`src/rtl/arc4_pkg.sv`:
```
// Shared ARC4 key-schedule definitions: KSA state encoding, S-memory
// geometry constants and the key-byte type.
package arc4_pkg;

    localparam int S_SIZE     = 256;
    localparam int MEM_RD_LAT = 2;

    typedef logic [7:0] byte_t;

    typedef enum logic [3:0] {
        IDLE,
        INIT,
        READ_SI,
        WAIT_SI,
        LATCH_SI,
        SWAP_REQ,
        SWAP_WAIT,
        NEXT,
        DONE
    } ksa_state_t;

endpackage

```
`src/rtl/ksa_fsm_key_byte_sel.sv`:
```
// Key-byte selector: wrap counter over the secret-key bytes and the byte
// mux feeding the j accumulator. Byte 0 is the most-significant key byte.
module key_byte_sel
    import arc4_pkg::*;
#(
    parameter int KEY_BYTES = 3
) (
    input  logic                   clk,
    input  logic                   reset,
    input  logic                   clr_i,
    input  logic                   adv_i,
    input  logic [8*KEY_BYTES-1:0] secret_key_i,
    output byte_t                  key_byte_o
);

    localparam int            KW     = (KEY_BYTES > 1) ? $clog2(KEY_BYTES) : 1;
    localparam logic [KW-1:0] K_LAST = KW'(KEY_BYTES - 1);

    logic [KW-1:0] k_idx_q;
    logic [KW-1:0] k_idx_d;

    // Next key index: clear, or step with wrap at the last key byte
    always_comb begin
        k_idx_d = k_idx_q;
        if (clr_i) begin
            k_idx_d = '0;
        end else if (adv_i) begin
            k_idx_d = (k_idx_q == K_LAST) ? '0 : k_idx_q + KW'(1);
        end
    end

    // Key index register
    always_ff @(posedge clk) begin
        if (reset) begin
            k_idx_q <= '0;
        end else begin
            k_idx_q <= k_idx_d;
        end
    end

    // Select the addressed key byte, MSB-first ordering
    always_comb begin
        key_byte_o = '0;
        for (int b = 0; b < KEY_BYTES; b++) begin
            if (k_idx_q == KW'(b)) begin
                key_byte_o = secret_key_i[8*(KEY_BYTES-1-b) +: 8];
            end
        end
    end

endmodule

```
`src/rtl/ksa_fsm.sv`:
```
// ARC4 key-scheduling controller. Walks i over the S memory, accumulates j,
// and hands each (i, j) pair to the downstream swap FSM.
// Optional macro KSA_INIT_EN adds an S[n]=n fill phase before the loop.
module ksa_fsm
    import arc4_pkg::*;
#(
    parameter int KEY_BYTES = 3
) (
    input  logic                   clk,
    input  logic                   reset,
    input  logic                   start,
    input  logic [8*KEY_BYTES-1:0] secret_key,
    input  logic [7:0]             out_mem,
    output logic [7:0]             address,
    output logic                   wren,
    output logic [7:0]             data,
    output logic                   mem_sel,
    output logic [7:0]             counter_i,
    output logic [7:0]             counter_j,
    output logic                   swap_flag,
    input  logic                   swap_done,
    output logic                   busy,
    output logic                   done
);

    localparam byte_t I_LAST = byte_t'(S_SIZE - 1);

    ksa_state_t state_q, state_d;
    byte_t      i_q, i_d;
    byte_t      j_q, j_d;
    byte_t      addr_q, addr_d;
    logic       msel_q, msel_d;
    logic       k_clr, k_adv;
    byte_t      key_byte;
`ifdef KSA_INIT_EN
    byte_t      n_q, n_d;
`endif

    key_byte_sel #(
        .KEY_BYTES(KEY_BYTES)
    ) u_key_sel (
        .clk         (clk),
        .reset       (reset),
        .clr_i       (k_clr),
        .adv_i       (k_adv),
        .secret_key_i(secret_key),
        .key_byte_o  (key_byte)
    );

    // Next-state, datapath updates and strobe outputs
    always_comb begin
        state_d   = state_q;
        i_d       = i_q;
        j_d       = j_q;
        addr_d    = addr_q;
        msel_d    = msel_q;
        k_clr     = 1'b0;
        k_adv     = 1'b0;
        swap_flag = 1'b0;
        done      = 1'b0;
`ifdef KSA_INIT_EN
        n_d       = n_q;
`endif
        case (state_q)
            IDLE: begin
                i_d    = '0;
                j_d    = '0;
                addr_d = '0;
                k_clr  = 1'b1;
                if (start) begin
`ifdef KSA_INIT_EN
                    n_d     = '0;
                    state_d = INIT;
`else
                    state_d = READ_SI;
`endif
                end
            end
`ifdef KSA_INIT_EN
            INIT: begin
                if (n_q == I_LAST) begin
                    n_d     = '0;
                    state_d = READ_SI;
                end else begin
                    n_d = n_q + 8'd1;
                end
            end
`endif
            READ_SI: begin
                addr_d  = i_q;
                state_d = WAIT_SI;
            end
            WAIT_SI: begin
                state_d = LATCH_SI;
            end
            LATCH_SI: begin
                j_d     = j_q + out_mem + key_byte;
                state_d = SWAP_REQ;
            end
            SWAP_REQ: begin
                swap_flag = 1'b1;
                msel_d    = 1'b1;
                state_d   = SWAP_WAIT;
            end
            SWAP_WAIT: begin
                if (swap_done) begin
                    msel_d  = 1'b0;
                    state_d = NEXT;
                end
            end
            NEXT: begin
                if (i_q == I_LAST) begin
                    state_d = DONE;
                end else begin
                    i_d     = i_q + 8'd1;
                    k_adv   = 1'b1;
                    state_d = READ_SI;
                end
            end
            DONE: begin
                done    = 1'b1;
                state_d = IDLE;
            end
            default: begin
                state_d = IDLE;
            end
        endcase
    end

    // State and datapath registers; reset aborts any pass in progress
    always_ff @(posedge clk) begin
        if (reset) begin
            state_q <= IDLE;
            i_q     <= '0;
            j_q     <= '0;
            addr_q  <= '0;
            msel_q  <= 1'b0;
`ifdef KSA_INIT_EN
            n_q     <= '0;
`endif
        end else begin
            state_q <= state_d;
            i_q     <= i_d;
            j_q     <= j_d;
            addr_q  <= addr_d;
            msel_q  <= msel_d;
`ifdef KSA_INIT_EN
            n_q     <= n_d;
`endif
        end
    end

    assign mem_sel   = msel_q;
    assign counter_i = i_q;
    assign counter_j = j_q;
    assign busy      = (state_q != IDLE);
`ifdef KSA_INIT_EN
    assign address   = (state_q == INIT) ? n_q : addr_q;
    assign wren      = (state_q == INIT);
    assign data      = (state_q == INIT) ? n_q : 8'd0;
`else
    assign address   = addr_q;
    assign wren      = 1'b0;
    assign data      = 8'd0;
`endif

endmodule

```
`config.mk`:
```
export PLATFORM = sky130hd
export DESIGN_NAME = ksa_fsm
export DESIGN_NICKNAME = d
export VERILOG_FILES = /design/src/rtl/arc4_pkg.sv /design/src/rtl/ksa_fsm_key_byte_sel.sv /design/src/rtl/ksa_fsm.sv
export SDC_FILE = /design/constraint.sdc
export NUM_CORES = 1
export LEC_CHECK = 0
export CAP_MARGIN = 20
export CORE_ASPECT_RATIO = 1.75
export CORE_MARGIN = 2
export CORE_UTILIZATION = 48
export DETAILED_ROUTE_END_ITERATION = 10
export PLACE_DENSITY = 0.85
export SETUP_SLACK_MARGIN = 0.15
export SLEW_MARGIN = 20
export SYNTH_ARGS = -nofsm -noshare
export SYNTH_HDL_FRONTEND = slang
export SYNTH_SLANG_ARGS = --single-unit
export TNS_END_PERCENT = 50
```
`constraint.sdc`:
```
create_clock -name clk -period 5.71 [get_ports clk]
set_input_delay 1.713 -clock clk [delete_from_list [all_inputs] [get_ports clk]]
set_output_delay 1.713 -clock clk [all_outputs]
set_load 0.01 [all_outputs]
```
==> parameters.txt <==
Parameter                              Value

Outcome
  Run status ... completed

Logic synthesis
  Share of Yosys cell area claimed by the top area cell type ... 0.3119
  Synthesized area ... 1989 sq um
  Number of instances in the synthesized netlist ... 239
  Top FF cell, synth ... dfxtp_1
  Top cells by area, synth ... dfxtp_1, fa_1, a21oi_1
  Yosys reg bits ... 31
  Count of cell types in the netlist ... 45
  Warnings, synthesis ... 0
  FFs w/ async S/R, synth ... 0
  Cell taking the most area after synthesis ... dfxtp_1
  Number of flops mapped to enable cells by yosys ... 0
  Proportion of synthesized chip area in sequential cells ... 0.3119
  Synthesized area per cell ... 8.324 sq um

STA
  Final setup fails ... 0
  Headroom to the max-slew limit ... 0.3344
  Pins over their slew limit ... 0
  Endpoints failing hold ... 0
  Setup repair after global routing missed its margin ... false
  Final worst path period share ... 0.7191
  Crit path time final ... 4.106 ns
  Highest clock frequency the design can meet ... 243.5 MHz
  Transition time of the tightest slew-check pin ... 0.9953 ns
  Hold WS ... 0.4478 ns
  Final clock skew ... 0.004008 ns
  Sum of negative setup slack ... 0 ns

Cells and area
  Post-route cell area ... 2683 sq um
  Antenna Diode Count ... 0
  Most common cell after layout, fill and taps aside ... clkdlybuf4s50_1
  Number of nets in the final layout ... 343
  Final instance count without filler cells ... 342
  Flip-flop and latch area ... 620.6 sq um
  Proportion of layout cells with a drive suffix above 1 ... 0.04778
  Total of fill cells in the finished design ... 339
  Area delta synth->final ... 34.84%
  Area of combinational cells with multiple inputs ... 1219 sq um
  Commonest non-fill, non-tap cells in the layout ... clkdlybuf4s50_1, dfxtp_1, a21oi_1, nand2_1, nand3_1

Setup path
  Logic depth of the worst register-to-register path ... 12
  Start-to-end type of the worst setup path ... in -> reg
  R2r startpoint ... u_key_sel.k_idx_q[0]
  CP required ... 5.87 ns
  CP max FO ... 3
  Endpoint of the worst register-to-register path ... counter_j[7]
  Worst-case register-to-register setup slack ... 2.57 ns
  Kind of start point of the critical path ... primary input
  Worst endpoint data arrival time ... 4.27 ns
  CP Capture Type ... register

Clock tree
  CTS H-tree depth ... 2
  TritonCTS clock tree ... done
  Clock network latency to the later pin of the worst-skew pair ... 0.28 ns
  Root buffer cell ... clkbuf_8
  Number of buffers created by CTS ... 5
  CTS Hold Bufs ... 0
  Clock sink total ... 31
  Setup Buffers After CTS ... 0
  Longest Clk Path Bufs ... 2
  CTS clk-pin slew, worst paths ... 0.06 ns
  Count of cells resized by post-cts repair ... 0

Drt
  Number of detailed-route iterations in the first pass ... 4
  Vias after detailed routing ... 1868
  Uppermost routed layer ... met4
  Detail-routed net length per standard cell ... 13.54 microns
  Via-per-instance ratio ... 5.462
  Wire length the detailed router placed on met1 ... 1691 microns
  Routed length on met3 ... 208 microns
  DRC violations left ... 0
  Remaining antenna violation count ... 0
  Final wirelength ... 4631 microns
  Count of routing violations after the opening detailed-route iteration ... 36
  Length of routed met2 wiring ... 2582 microns

Placement
  Number of I/O port buffers ... 63
  HPWL reported at the end of detailed placement ... 3549 microns
  Routability-driven placement congestion ratio ... 0.8672
  DP Area ... 2565 sq um
  Number of cells after detailed placement ... 334

Power and ir drop
  Leakage dissipation ... 0.9303 nW
  Power density of the placed cells ... 208.3 nW/um^2
  VDD IR max ... 0.0001895 V
  Post-route total power ... 558.7 uW

Floorplan
  Die area ... 4696 sq um
  Die H ... 89.17 microns
  Row cnt ... 31
  Starting utilization of the core area ... 0.4885
  I/O pin count ... 73
  Core footprint ... 4073 sq um
  Die W ... 52.67 microns

Worst hold path
  Worst min-delay path endpoint ... address[2]
  HP Class ... reg -> reg
  Hold depth ... 2
  Worst Hold Launch ... address[2]

Global routing
  Vias in the first global route ... 1807
  Initial antenna violation count ... 0
  GRT Residual Overflow ... 0
  Global Route Usage Sum ... 0.2156
  Largest net degree at the start of global routing ... 28
  Wire length of the first global-routing pass ... 7638 microns

Run
  Count of maximum capacitance violations ... 0
==> where the power goes <==
part	total [mW]	internal, mW	switching (mW)
registers	0.226	0.219	0.00736
logic	0.110	0.0547	0.0554
clock network	0.222	0.141	0.0814
total	0.559	0.415	0.144
==> layer usage <==
metal | global-route usage | vias up
li1 | - | 919
met1 | 0.2233 | 872
met2 | 0.3966 | 64
met3 | 0.04013 | 13
met4 | 0.1142 | 0
met5 | 0 | -
==> area by class of cell <==
| cell class | count | area share |
|---|---|---|
| clock inverters | 2 | 0.01306 |
| repair buffers | 63 | 0.2351 |
| clock buffers | 6 | 0.03078 |
| flip-flops and latches | 31 | 0.2313 |
| inverters | 9 | 0.01259 |
| well taps | 49 | 0.02285 |
| multi-input cells | 182 | 0.4543 |
==> Yosys cell counts, drive strengths merged (2+ instances only) <==
cell type and number:
clkbuf 10, inv 9, nand3 19, a31oi 2, nor2 13, a21oi 25, nor4 2, ha 7
fa 8, nand4 3, nor2b 3, nor3 9, o31ai 2, a211oi 4, or3 2, buf 15
o21ai 10, xnor2 11, nand3b 2, dfxtp 31, nand2 25, mux2i 9, o2bb2ai 2
==> state kept, by name (all words and copies together) (netlist names) <==
name	cells
counter_j	8
address	8
state_q	4
u_key_sel.k_idx_q	2
counter_i	8
mem_sel	1
==> worst max path at each step <==
stage	slack, ns	startpoint	cells past startpoint	endpoint
3_3_place_gp	1.41	secret_key[9]	12	counter_j[7]
5_1_grt	1.48	secret_key[9]	12	counter_j[7]
4_1_cts	1.60	secret_key[9]	12	counter_j[7]
2_1_floorplan	2.03	secret_key[9]	11	counter_j[7]
3_5_place_dp	1.34	secret_key[9]	12	counter_j[7]
6_report	1.60	secret_key[9]	12	counter_j[7]
==> stage by stage <==
| stage | setup slack, ns | utilization |
|---|---|---|
| finish | 1.604 | 0.6587 |
| CTS | 1.603 | 0.6587 |
| global placement | 1.409 | 0.6298 |
| floorplan | 2.031 | - |
| detailed placement | 1.337 | 0.6298 |
| global route | 1.477 | 0.6587 |
==> cell families (layout without fill, tap and decap cells) <==
kind of cell               after synthesis  in the layout  synth area share
and+or+nand+nor                         85             85            0.2126
xor gates and xnor gates                12             12           0.05283
DFF                                     31             31            0.3120
adders and majority gates               15             15            0.1245
muxes                                    9              9           0.04528
buffers and inverters                   34             80           0.09056
AOI/OAI and AO/OA                       52             52            0.1604
other                                    1              9          0.001885
==> worst max-delay path, cell delays in order <==
cell and delay (ns):
clkdlybuf4s50_1 0.46, mux2i_1 0.07, o21ai_0 0.28, fa_1 0.47
ha_1 0.25, inv_1 0.08, fa_1 0.21, nor2b_1 0.06
o31ai_1 0.27, o2bb2ai_1 0.18, nand3b_1 0.14, o211ai_1 0.09
Note: power is estimated with default switching activity, not from simulation.
